<file path="src/rtl/bin_to_bcd7_seq_pkg.sv">
// rtl/bin_to_bcd7_seq_pkg.sv - shared constants, state type and digit-blanking helper for the BCD converter
package bin_to_bcd7_seq_pkg;

    localparam logic [3:0]  DASH_CODE   = 4'hA;
    localparam int          NUM_DIGITS  = 7;
    localparam int          CODE_W      = 4 * NUM_DIGITS;
    localparam logic [23:0] MAX_DISPLAY = 24'd9_999_999;
    localparam logic [CODE_W-1:0] ALL_DASH = {NUM_DIGITS{DASH_CODE}};

    localparam logic [1:0] ST_IDLE  = 2'd0;
    localparam logic [1:0] ST_SHIFT = 2'd1;
    localparam logic [1:0] ST_FIX   = 2'd2;

    typedef enum logic [1:0] {
        IDLE  = ST_IDLE,
        SHIFT = ST_SHIFT,
        FIX   = ST_FIX
    } state_t;

    // Replace leading zero digits above the units digit with dashes.
    // An all-zero value is shown as plain zeros so the display never goes blank-looking.
    function automatic logic [CODE_W-1:0] lz_blank(input logic [CODE_W-1:0] bcd);
        logic [CODE_W-1:0] r;
        logic              lead;
        r    = bcd;
        lead = 1'b1;
        if (bcd != '0) begin
            for (int d = NUM_DIGITS - 1; d >= 1; d--) begin
                if (lead && (bcd[4*d +: 4] == 4'd0)) begin
                    r[4*d +: 4] = DASH_CODE;
                end else begin
                    lead = 1'b0;
                end
            end
        end
        return r;
    endfunction

endpackage

</file>
<file path="src/rtl/bin_to_bcd7_seq_bcd_add3.sv">
// rtl/bin_to_bcd7_seq_bcd_add3.sv - single-digit double-dabble correction (+3 when digit >= 5)
module bcd_add3 (
    input  logic [3:0] nib_i,
    output logic [3:0] nib_o
);

    // Pre-correct a digit so the following left shift carries correctly into the next digit.
    always_comb begin
        nib_o = nib_i;
        if (nib_i >= 4'd5) begin
            nib_o = nib_i + 4'd3;
        end
    end

endmodule

</file>
<file path="src/rtl/bin_to_bcd7_seq.sv">
// rtl/bin_to_bcd7_seq.sv - sequential shift-and-add-3 binary to 7-digit BCD converter for the segment display
module bin_to_bcd7_seq
    import bin_to_bcd7_seq_pkg::*;
#(
    parameter int BIN_W       = 24,
    parameter bit LZ_SUPPRESS = 1'b0
) (
    input  logic              CLK,
    input  logic              RST,
    input  logic              start,
    input  logic [BIN_W-1:0]  bin_in,
    output logic              busy,
    output logic              done,
    output logic              ovf,
    output logic [CODE_W-1:0] code
);

    localparam int             CNT_W    = (BIN_W > 1) ? $clog2(BIN_W) : 1;
    localparam logic [CNT_W-1:0] CNT_INIT = CNT_W'(BIN_W - 1);

    state_t              state_q;
    logic [BIN_W-1:0]    bin_q,  bin_d;
    logic [CODE_W-1:0]   acc_q,  acc_d;
    logic [CODE_W-1:0]   acc_adj;
    logic [CNT_W-1:0]    cnt_q;
    logic                ovf_nxt_q, ovf_nxt_d;
    logic [CODE_W-1:0]   code_q, code_d;
    logic                busy_q, done_q, ovf_q;

    // One correction unit per digit of the accumulator.
    for (genvar g = 0; g < NUM_DIGITS; g++) begin : g_add3
        bcd_add3 u_add3 (
            .nib_i (acc_q[4*g +: 4]),
            .nib_o (acc_adj[4*g +: 4])
        );
    end

    // Next shift step, overflow test on the incoming value and the final display word.
    always_comb begin
        acc_d     = (acc_adj << 1) | CODE_W'(bin_q[BIN_W-1]);
        bin_d     = bin_q << 1;
        ovf_nxt_d = (64'(bin_in) > 64'(MAX_DISPLAY));
        code_d    = acc_q;
        if (ovf_nxt_q) begin
            code_d = ALL_DASH;
        end else if (LZ_SUPPRESS) begin
            code_d = lz_blank(acc_q);
        end
    end

    // Conversion FSM: capture on start, BIN_W shift steps, then publish the result.
    always_ff @(posedge CLK) begin
        if (RST) begin
            state_q   <= IDLE;
            bin_q     <= '0;
            acc_q     <= '0;
            cnt_q     <= '0;
            ovf_nxt_q <= 1'b0;
            code_q    <= ALL_DASH;
            busy_q    <= 1'b0;
            done_q    <= 1'b0;
            ovf_q     <= 1'b0;
        end else begin
            done_q <= 1'b0;
            case (state_q)
                IDLE: begin
                    if (start) begin
                        bin_q     <= bin_in;
                        acc_q     <= '0;
                        cnt_q     <= CNT_INIT;
                        ovf_nxt_q <= ovf_nxt_d;
                        busy_q    <= 1'b1;
                        state_q   <= SHIFT;
                    end
                end
                SHIFT: begin
                    acc_q <= acc_d;
                    bin_q <= bin_d;
                    cnt_q <= cnt_q - CNT_W'(1);
                    if (cnt_q == '0) begin
                        state_q <= FIX;
                    end
                end
                FIX: begin
                    code_q  <= code_d;
                    ovf_q   <= ovf_nxt_q;
                    done_q  <= 1'b1;
                    busy_q  <= 1'b0;
                    state_q <= IDLE;
                end
                default: begin
                    busy_q  <= 1'b0;
                    state_q <= IDLE;
                end
            endcase
        end
    end

    assign busy = busy_q;
    assign done = done_q;
    assign ovf  = ovf_q;
    assign code = code_q;

endmodule

</file>
<file path="config.mk">
export PLATFORM = sky130hd
export DESIGN_NAME = bin_to_bcd7_seq
export DESIGN_NICKNAME = d
export VERILOG_FILES = /design/src/rtl/bin_to_bcd7_seq_pkg.sv /design/src/rtl/bin_to_bcd7_seq_bcd_add3.sv /design/src/rtl/bin_to_bcd7_seq.sv
export SDC_FILE = /design/constraint.sdc
export NUM_CORES = 1
export LEC_CHECK = 0
export BUFFER_PORTS_ARGS = -buffer_cell sky130_fd_sc_hd__buf_2
export CELL_PAD_IN_SITES_DETAIL_PLACEMENT = 0
export CELL_PAD_IN_SITES_GLOBAL_PLACEMENT = 2
export CORE_UTILIZATION = 34
export DETAILED_ROUTE_END_ITERATION = 10
export GPL_TIMING_DRIVEN = 0
export PLACE_DENSITY_LB_ADDON = 0.1
export SYNTH_ARGS = -nofsm -noshare
export SYNTH_HDL_FRONTEND = slang
export SYNTH_SLANG_ARGS = --single-unit
</file>
<file path="constraint.sdc">
create_clock -name CLK -period 2 [get_ports CLK]
set_clock_uncertainty 0.15 [all_clocks]
set_input_delay 0.3 -clock CLK [delete_from_list [all_inputs] [get_ports CLK]]
set_output_delay 0.3 -clock CLK [all_outputs]
set_load 0.03 [all_outputs]
</file>
Word level (Yosys, flattened, before mapping)
Index checks and enable logic that the tools add are counted.

$add $sub $neg: 8. Order comparisons: 8. Equal/unequal tests: 4. Muxes and demuxes: 20. Bitwise logic cells: 2. Reduce and logical (&&, ||, !) cells: 7.

Operators by type and width (count): $mux W28 (2); $pmux W28 S2 (1); $pmux W24 S2 (1); $ge A4 B3 Y1 const B (7); $or A28 B1 Y28 (1); $add A4 B2 Y4 const B (6); $gt A24 B24 Y1 const B (1); $mux W24 (1); $mux W4 (6); $pmux W5 S2 (1); $reduce_and A2 Y1 (4); $logic_not A5 Y1 (1); $mux W5 (1); $sub A5 B1 Y5 const B (1); $mux W2 (2); $ne A2 B2 Y1 const B (2); $pmux W2 S2 (1); $add A3 B2 Y3 const B (1); $mux W3 (1); $eq A2 B1 Y1 const B (1); $eq A2 B2 Y1 const B (1); $logic_not A2 Y1 (1); $mux W1 (2); $pmux W1 S2 (1); 2 further kinds (2).

Register bits: 91. Input port bits: 27. Output and inout bits: 31. Word-level logic and storage cells: 58.

Longest topological paths before layout
Gate-level depths: netlist of run 1.

Depth in word-level cells: 4. Gate-level depth with buffers: 7. Depth with buffers taken out: 7.

By module
Synthesis of run 1 repeated with hierarchy kept, for this count alone.

Cell total of the unflattened synthesis: 523. Area, all modules: 4112.7 um^2.

By module, submodules not included: bin_to_bcd7_seq (times used 1, cells an instance 411, area an instance 3403.3 um^2, sequential area each 1821.7 um^2); bcd_add3 (times used 7, cells an instance 16, area an instance 101.3 um^2, sequential area each 0.0 um^2).

Worst setup path after synthesis of run 1
No wires, ideal clock.

Path type: flip-flop to flip-flop. Start point: reg acc_q[1]. End point: reg acc_q[2]. Setup time: 0.070 ns. Arrival: 1.283 ns. Required time: 1.780 ns. Slack: 0.497 ns. Cell stages (with the launch flop): 8. Path buffers: 0. Clock period less this slack: 1.503 ns. Cells stage by stage: dfxtp_1 -> inv_1 -> ha_1 -> nand2b_1 -> a21oi_1 -> and2_1 -> o21ai_0 -> a21oi_1.

Cells in the longest elaborated chain, start to end: 4. Elaborated cells between the ends (all ways): 5. Those cells by class: 1 x add/sub; 1 x order compare; 2 x mux; 1 x bitwise.

Ends and longest elaborated chain: start: declaration (RTL line bin_to_bcd7_seq.sv:23) `logic [CODE_W-1:0] acc_q, acc_d;`; start signal: assignment (RTL line bin_to_bcd7_seq.sv:56) `acc_q <= '0;`; start signal: assignment (RTL line bin_to_bcd7_seq.sv:69) `acc_q <= '0;`; start signal: assignment (RTL line bin_to_bcd7_seq.sv:77) `acc_q <= acc_d;`; $add A4 B2 Y4 or $ge A4 B3 Y1 (tied branches) (RTL line bin_to_bcd7_seq_bcd_add3.sv:11, bin_to_bcd7_seq_bcd_add3.sv:10); $mux W4 (*) (RTL line bin_to_bcd7_seq_bcd_add3.sv:10) `if (nib_i >= 4'd5) begin`; $or A28 B1 Y28 (*) (RTL line bin_to_bcd7_seq.sv:40) `acc_d = (acc_adj << 1) | CODE_W'(bin_q[BIN_W-1]);`; $pmux W28 S2 (*) (RTL line bin_to_bcd7_seq.sv:65) `case (state_q)`.

Every way passes the cells marked *; elsewhere a longest branch is shown, timed or not. A chain may end at the register's enable or synchronous reset.

Worst setup path in the final report of run 1
Start point: reg state_q[1]. End point: reg acc_q[27].

Cells in the longest elaborated chain, start to end: 3. Elaborated cells between the ends (all ways): 6. Those cells by class: 2 x eq/ne; 1 x mux; 3 x reduce/logical.

Ends and longest elaborated chain: start: declaration (RTL line bin_to_bcd7_seq.sv:21) `state_t state_q;`; start signal: assignment (RTL line bin_to_bcd7_seq.sv:54) `state_q <= IDLE;`; start signal: assignment (RTL line bin_to_bcd7_seq.sv:73) `state_q <= SHIFT;`; start signal: assignment (RTL line bin_to_bcd7_seq.sv:81) `state_q <= FIX;`; $eq A2 B1 Y1 or $logic_not A2 Y1 (tied branches) (RTL line bin_to_bcd7_seq.sv:65); $reduce_bool A2 Y1 (no line) or $ne A2 B2 Y1 (tied branches); $reduce_and A2 Y1 (no line).

Parallel ways exist; a longest one is shown, timed or not.

==> results of run 1 <==
## how the worst max path moves through the flow
stage | from | end
detailed placement | RST | code[0]
global placement | RST | done
global route | state_q[1] | acc_q[23]
finish | state_q[1] | acc_q[27]
CTS | state_q[1] | acc_q[16]
floorplan | acc_q[1] | acc_q[2]
## flip-flops by register name, summed over array words and instances (netlist names)
register and count:
ovf 1, busy 1, acc_q 28, ovf_nxt_q 1
bin_q 24, code 28, done 1, cnt_q 5
state_q 2
## tightest hold or removal path: stages
cell     delay [ps]
buf_2           120
nand2_1          50
a21oi_1          60
## cell usage in the layout (no fill, tap or decap), types with 2 or more instances in the layout
| cell | netlist | layout |
|---|---|---|
| nand2b_1 | 8 | 8 |
| xnor2_1 | 7 | 7 |
| a21oi_1 | 58 | 58 |
| a211oi_1 | 2 | 2 |
| o21ai_0 | 22 | 22 |
| clkbuf_16 | 0 | 9 |
| xor2_1 | 6 | 6 |
| a22o_1 | 13 | 13 |
| a211o_1 | 2 | 2 |
| inv_1 | 17 | 17 |
| nor4_1 | 3 | 3 |
| buf_1 | 3 | 3 |
| clkbuf_8 | 0 | 2 |
| nand4b_1 | 2 | 2 |
| a22oi_1 | 24 | 24 |
| ha_1 | 15 | 15 |
| buf_2 | 19 | 76 |
| nor2b_1 | 2 | 2 |
| dfxtp_1 | 91 | 91 |
| and2_1 | 6 | 6 |
| clkbuf_1 | 9 | 9 |
| nand2_1 | 59 | 59 |
| mux2i_1 | 2 | 2 |
| a31oi_1 | 7 | 7 |
| nor2_1 | 26 | 26 |
| o211ai_1 | 7 | 7 |
| nor3_1 | 18 | 18 |
| nand3_1 | 31 | 31 |
## power by group
part           internal [mW]  switching, mW  leakage (nW)
sequential              1.89         0.0530         0.740
combinational          0.163          0.372         0.987
clock                  0.895          0.695         0.131
## metrics by stage
stage               total power [mW]  hold WS, ps
finish                          4.07         85.3
floorplan                       2.32          282
detailed placement              2.53          296
CTS                             4.12         70.6
global placement                2.52          292
global route                    4.25         83.2
## routing by layer
layer	up-vias	part of all wire, %
met3	12	3.2
met1	1653	48
li1	1789	-
met2	61	48
met4	0	1.5
met5	-	0
## cell families (layout without fill, tap and decap cells)
kind of cell,count (synthesis),in the layout
AOI/OAI and AO/OA,139,139
xor gates and xnor gates,13,13
adders and majority gates,15,15
buffers and inverters,48,119
DFF,91,91
muxes,2,2
and+or+nand+nor,162,162
## what timing repair did
action                     CTS  global route
hold endpoints to repair     0             0
gates resized for setup      0             2
setup endpoints to repair    0             2
## layout make-up
cell class	count	area (um^2)
Clock buffer	12	256
Buffer	31	141
Fill cell	1199	6710
Sequential cell	91	1820
Inverter	17	63.8
Clock inverter	2	12.5
Timing Repair Buffer	57	285
Tap cell	143	179
Multi-Input combinational cell	331	1950
==> results_dict.tcl, run 1 <==
set metrics [dict create \
    status "finished, final reports clean" \
    grt_overflow 0 \
    maxCapViolations 0 \
    cts_inserted_buffers 9 \
    fin_crit_sh_pct 90.8 \
    crit_slowest_cell "nor3b_4" \
    ys.warnings.count 0 \
    busiest_layer "met2" \
    die_x_um 110 \
    syn_nets 512 \
    dp.cells 670 \
    cts_max_path_buffers 2 \
    netlist.area_leader.share_pct 45.8 \
    synth_xor_area_share_pct 2.86 \
    yosysMostFrequentCell "dfxtp_1" \
    syn_to_final_growth_pct 18.5 \
    fp.dieH_um 110 \
    synth-async-reset-ratio_pct 0 \
    dp.final_hpwl_um 7760 \
    peakVddDrop_uv 477 \
    syn_avg_cell_area_um2 8.46 \
    grt_pass1_wl_um 17400 \
    fin_tns_setup_ps 0 \
    synthTopCellsByCount "dfxtp_1 (91), nand2_1 (59), a21oi_1 (58)" \
    r2r-end "acc_q[27]" \
    crit_family "simple AND/OR/NAND/NOR gates" \
    final_max_slew_viol_count 0 \
    ff2ff_setup_slack_ps 180 \
    synth_edf_count 0 \
    wl_per_cell_um 16.2 \
    slowest_delay_ps 490 \
    tightest_slew_ps 753 \
    hold_path_end "bin_q[0]" \
    path_class "reg -> reg" \
    cts_hold_buf 0 \
    r2r_start "state_q[1]" \
    synth-simple-area-share_pct 19.4 \
    drc 0 \
    synth_compound_area_share_pct 21.6 \
    use_met1_pct 24.9 \
    rsz0062_at_grt "no" \
    grt_pass1_vias 3333 \
    whs_path_depth 3 \
    slew_headroom_pct 49.8 \
    p_per_area_nw_per_um2 864 \
    cp_cell_sequence "nor3b_4, nor2_4, buf_2, o21ai_0, a21oi_1" \
    crit_required_ps 2050 \
    io_pins 58 \
    synthTopCellsByArea "dfxtp_1 (46%), a21oi_1 (7.3%), nand2_1 (5.6%)" \
    fin_area_um2 4710 \
    synthAdderAreaFrac_pct 4.72 \
    ant_nets 0 \
    worstSetupStartpointType "register" \
    start_util_pct 34.8 \
    finalSetupViolCount 0 \
    clock_latency_ps 340 \
    synth_ff_type "dfxtp_1" \
    cp.depth 5 \
    gp_congestion 0.792 \
    clk_pin_slew_worst_paths_ps 60 \
    h-tree-depth 3 \
    grt_max_degree 14 \
    hp-start "bin_in[0]" \
    yosysTopAreaCell "dfxtp_1" \
    core.rowCount 39 \
    diodes 0 \
    synthCells 470 \
    viasPerCell 5.14 \
    cts_setup_buffers 0 \
    clock_sinks 91 \
    dieArea_um2 12100 \
    grtUsageMet2_pct 32.9 \
    stdcell_count 684 \
    core-area_um2 11400 \
    fin_util_pct 41.3 \
    synth_mux_area_share_pct 0.503 \
    timing.final.crit_period_ps 1820 \
    antenna_found_initial 0 \
    fmax_mhz 551 \
    crit_fanout 10 \
    hold_path_class "in -> reg" \
    wirelength_um 11100 \
    nets 580 \
    placed_area_um2 4440 \
    finalWorstSetupSlack_ps 184 \
    seq_area_frac_synth_pct 45.8 \
    leakage_nw 1.86 \
    cp.arrival_ps 1860 \
    crit_buf_inv 1 \
    use_met3_pct 2.88 \
    dr.pass1.iters 4 \
    grt.total_usage_pct 19.4 \
    root_buffer "clkbuf_16" \
    ys_ff_latch 91 \
    dp_slack_ps 104 \
    cts_tree "yes" \
    via_count 3515 \
    ys_types 37 \
    syn_area_um2 3980 \
    end_kind "register" \
    reg2reg_depth 5 \
    synth_top_family_by_area "compound AO/OA/AOI/OAI gates" \
    hold_viol 0 \
    drive_gt1_share_pct 17.4 \
    first_iter_violations 117 \
    port_buffers 57 \
]
Note: power is estimated with default switching activity, not from simulation.
==> run 2: changes to the inputs <==
- CORE_UTILIZATION: 34 -> 30
- clock period: 2 -> 1.5 ns (I/O delays scaled with it)
==> run 2 against run 1 <==
Net effect: the flow now finishes with violations (negative setup slack); sequential share of layout area fell by 4.3 points; core utilization increased by 1.2 points; power increased by 42%; clock power increased by 46%; final area up 15%; wire length grew 6.4%; maximum frequency rose by 18%; die area is 13% higher; critical path depth stayed put; cell count is 7.0% higher; setup slack lost 220 ps; critical endpoint is now ovf_nxt_q.
==> results_dict.tcl, run 2 (same netlist as run 1, synthesis figures left out) <==
set metrics [dict create \
    slowest_delay_ps 450 \
    mostFrequentLayoutCells "dfxtp_1 (75), buf_2 (60), nand2_1 (58)" \
    h-tree-depth 3 \
    fp.dieH_um 117 \
    timing.final.crit_period_ps 1540 \
    status "finished with violations" \
    start_util_pct 31.1 \
    fin_util_pct 42.5 \
    port_buffers 57 \
    first_iter_violations 113 \
    maxCapViolations 0 \
    crit_required_ps 1580 \
    fin_crit_sh_pct 102 \
    fin_tns_setup_ps -47.7 \
    rsz0062_at_grt "yes" \
    clock_latency_ps 340 \
    crit_slowest_cell "or3b_4" \
    viasPerCell 4.98 \
    cts_max_path_buffers 2 \
    path_class "reg -> reg" \
    root_buffer "clkbuf_16" \
    p_per_area_nw_per_um2 1060 \
    io_pins 58 \
    dp_slack_ps -379 \
    tightest_slew_ps 696 \
    dp.cells 699 \
    drive_gt1_share_pct 34.3 \
    cp_cell_sequence "or3b_4, nand3b_1, o2111ai_2, a21oi_2, a211oi_2" \
    nets 598 \
    cts_inserted_buffers 9 \
    grt_pass1_wl_um 18300 \
    hold_path_class "in -> reg" \
    slew_headroom_pct 53.6 \
    fillCellCount 1344 \
    mostFrequentLayoutCell "dfxtp_1" \
    cp.arrival_ps 1610 \
    via_count 3648 \
    crit_fanout 6 \
    fin_area_um2 5430 \
    die_x_um 117 \
    grt.total_usage_pct 18.0 \
    grt_overflow 0 \
    grt_pass1_vias 3494 \
    drc 0 \
    dp.final_hpwl_um 8060 \
    worstSetupStartpointType "register" \
    stdcell_count 732 \
    clock_sinks 91 \
    grt_max_degree 14 \
    total_power_mw 5.78 \
    peakVddDrop_uv 427 \
    core-area_um2 12800 \
    cts_tree "yes" \
    placed_area_um2 4500 \
    finalSetupViolCount 6 \
    finalWorstSetupSlack_ps -35.4 \
    syn_to_final_growth_pct 36.5 \
    dieArea_um2 13700 \
    core.rowCount 41 \
    hold_viol 0 \
    diodes 0 \
    dr.pass1.iters 4 \
    antenna_found_initial 0 \
    gp_congestion 0.762 \
    ant_nets 0 \
    end_kind "register" \
    hold_ws_ps 21.6 \
    leakage_nw 2.06 \
    final_max_slew_viol_count 0 \
    wirelength_um 11800 \
    clk_pin_slew_worst_paths_ps 60 \
    wl_per_cell_um 16.1 \
    violations "negative setup slack" \
    fmax_mhz 651 \
]
[run 2: cell types whose count changed in the layout (fill, tap and decap cells not counted), moves of 13 or more]
cell,change
a21oi_1,-14
ha_1,-13
buf_6,+13
buf_2,-16
dfxtp_1,-16
buf_4,+20
[run 2: layout make-up]
cell class	instances	area, um^2	area share (%)
clock inverters	2	35.0	0.645
clock buffers	13	260	4.79
plain buffers	29	216	3.99
well taps	172	215	3.96
inverters	17	73.8	1.36
flip-flops and latches	91	1860	34.3
repair buffers	77	453	8.34
multi-input cells	331	2310	42.6
[run 2: layer usage]
layer  part of all wire, %  up-vias  global-route usage (%)  routed length (um)
met5                     0        -                       0                   0
li1                      -     1832                       -                   -
met2                    48       69                    31.2                5610
met4                   1.5        0                    6.84                 180
met3                   3.0       12                    2.57                 356
met1                    48     1735                    22.6                5620
[run 2: path summary, 6_finish.rpt]
kind	startpoint	to	slack [ps]	cells after the start
worst max-delay path	state_q[0]	ovf_nxt_q	-40	5
worst min-delay path	bin_in[9]	bin_q[9]	20	3
worst max register to register	state_q[0]	ovf_nxt_q	-40	5
worst min register to register	bin_q[23]	acc_q[0]	300	2
[run 2: where the power goes]
part | leakage, nW | switching, mW | internal [mW]
Sequential | 0.750 | 0.0755 | 2.51
Combinational | 1.17 | 0.538 | 0.328
Clock | 0.146 | 0.951 | 1.37
Total | 2.06 | 1.56 | 4.21
[run 2: timing repair]
item / in CTS / in global routing
resized for setup: 61 / 91
gates cloned: 1 / 0
pin swaps: 27 / 31
hold endpoints to repair: 1 / 0
setup buffers: 15 / 4
hold buffers: 1 / 0
endpoints found under the setup margin: 88 / 77
[run 2: worst max-delay path, delay by kind of cell (launching register included)]
kind | cells | cell delay, ps
AND/OR/NAND/NOR | 2 | 590
flip-flops | 1 | 370
AO/OA/AOI/OAI | 3 | 310
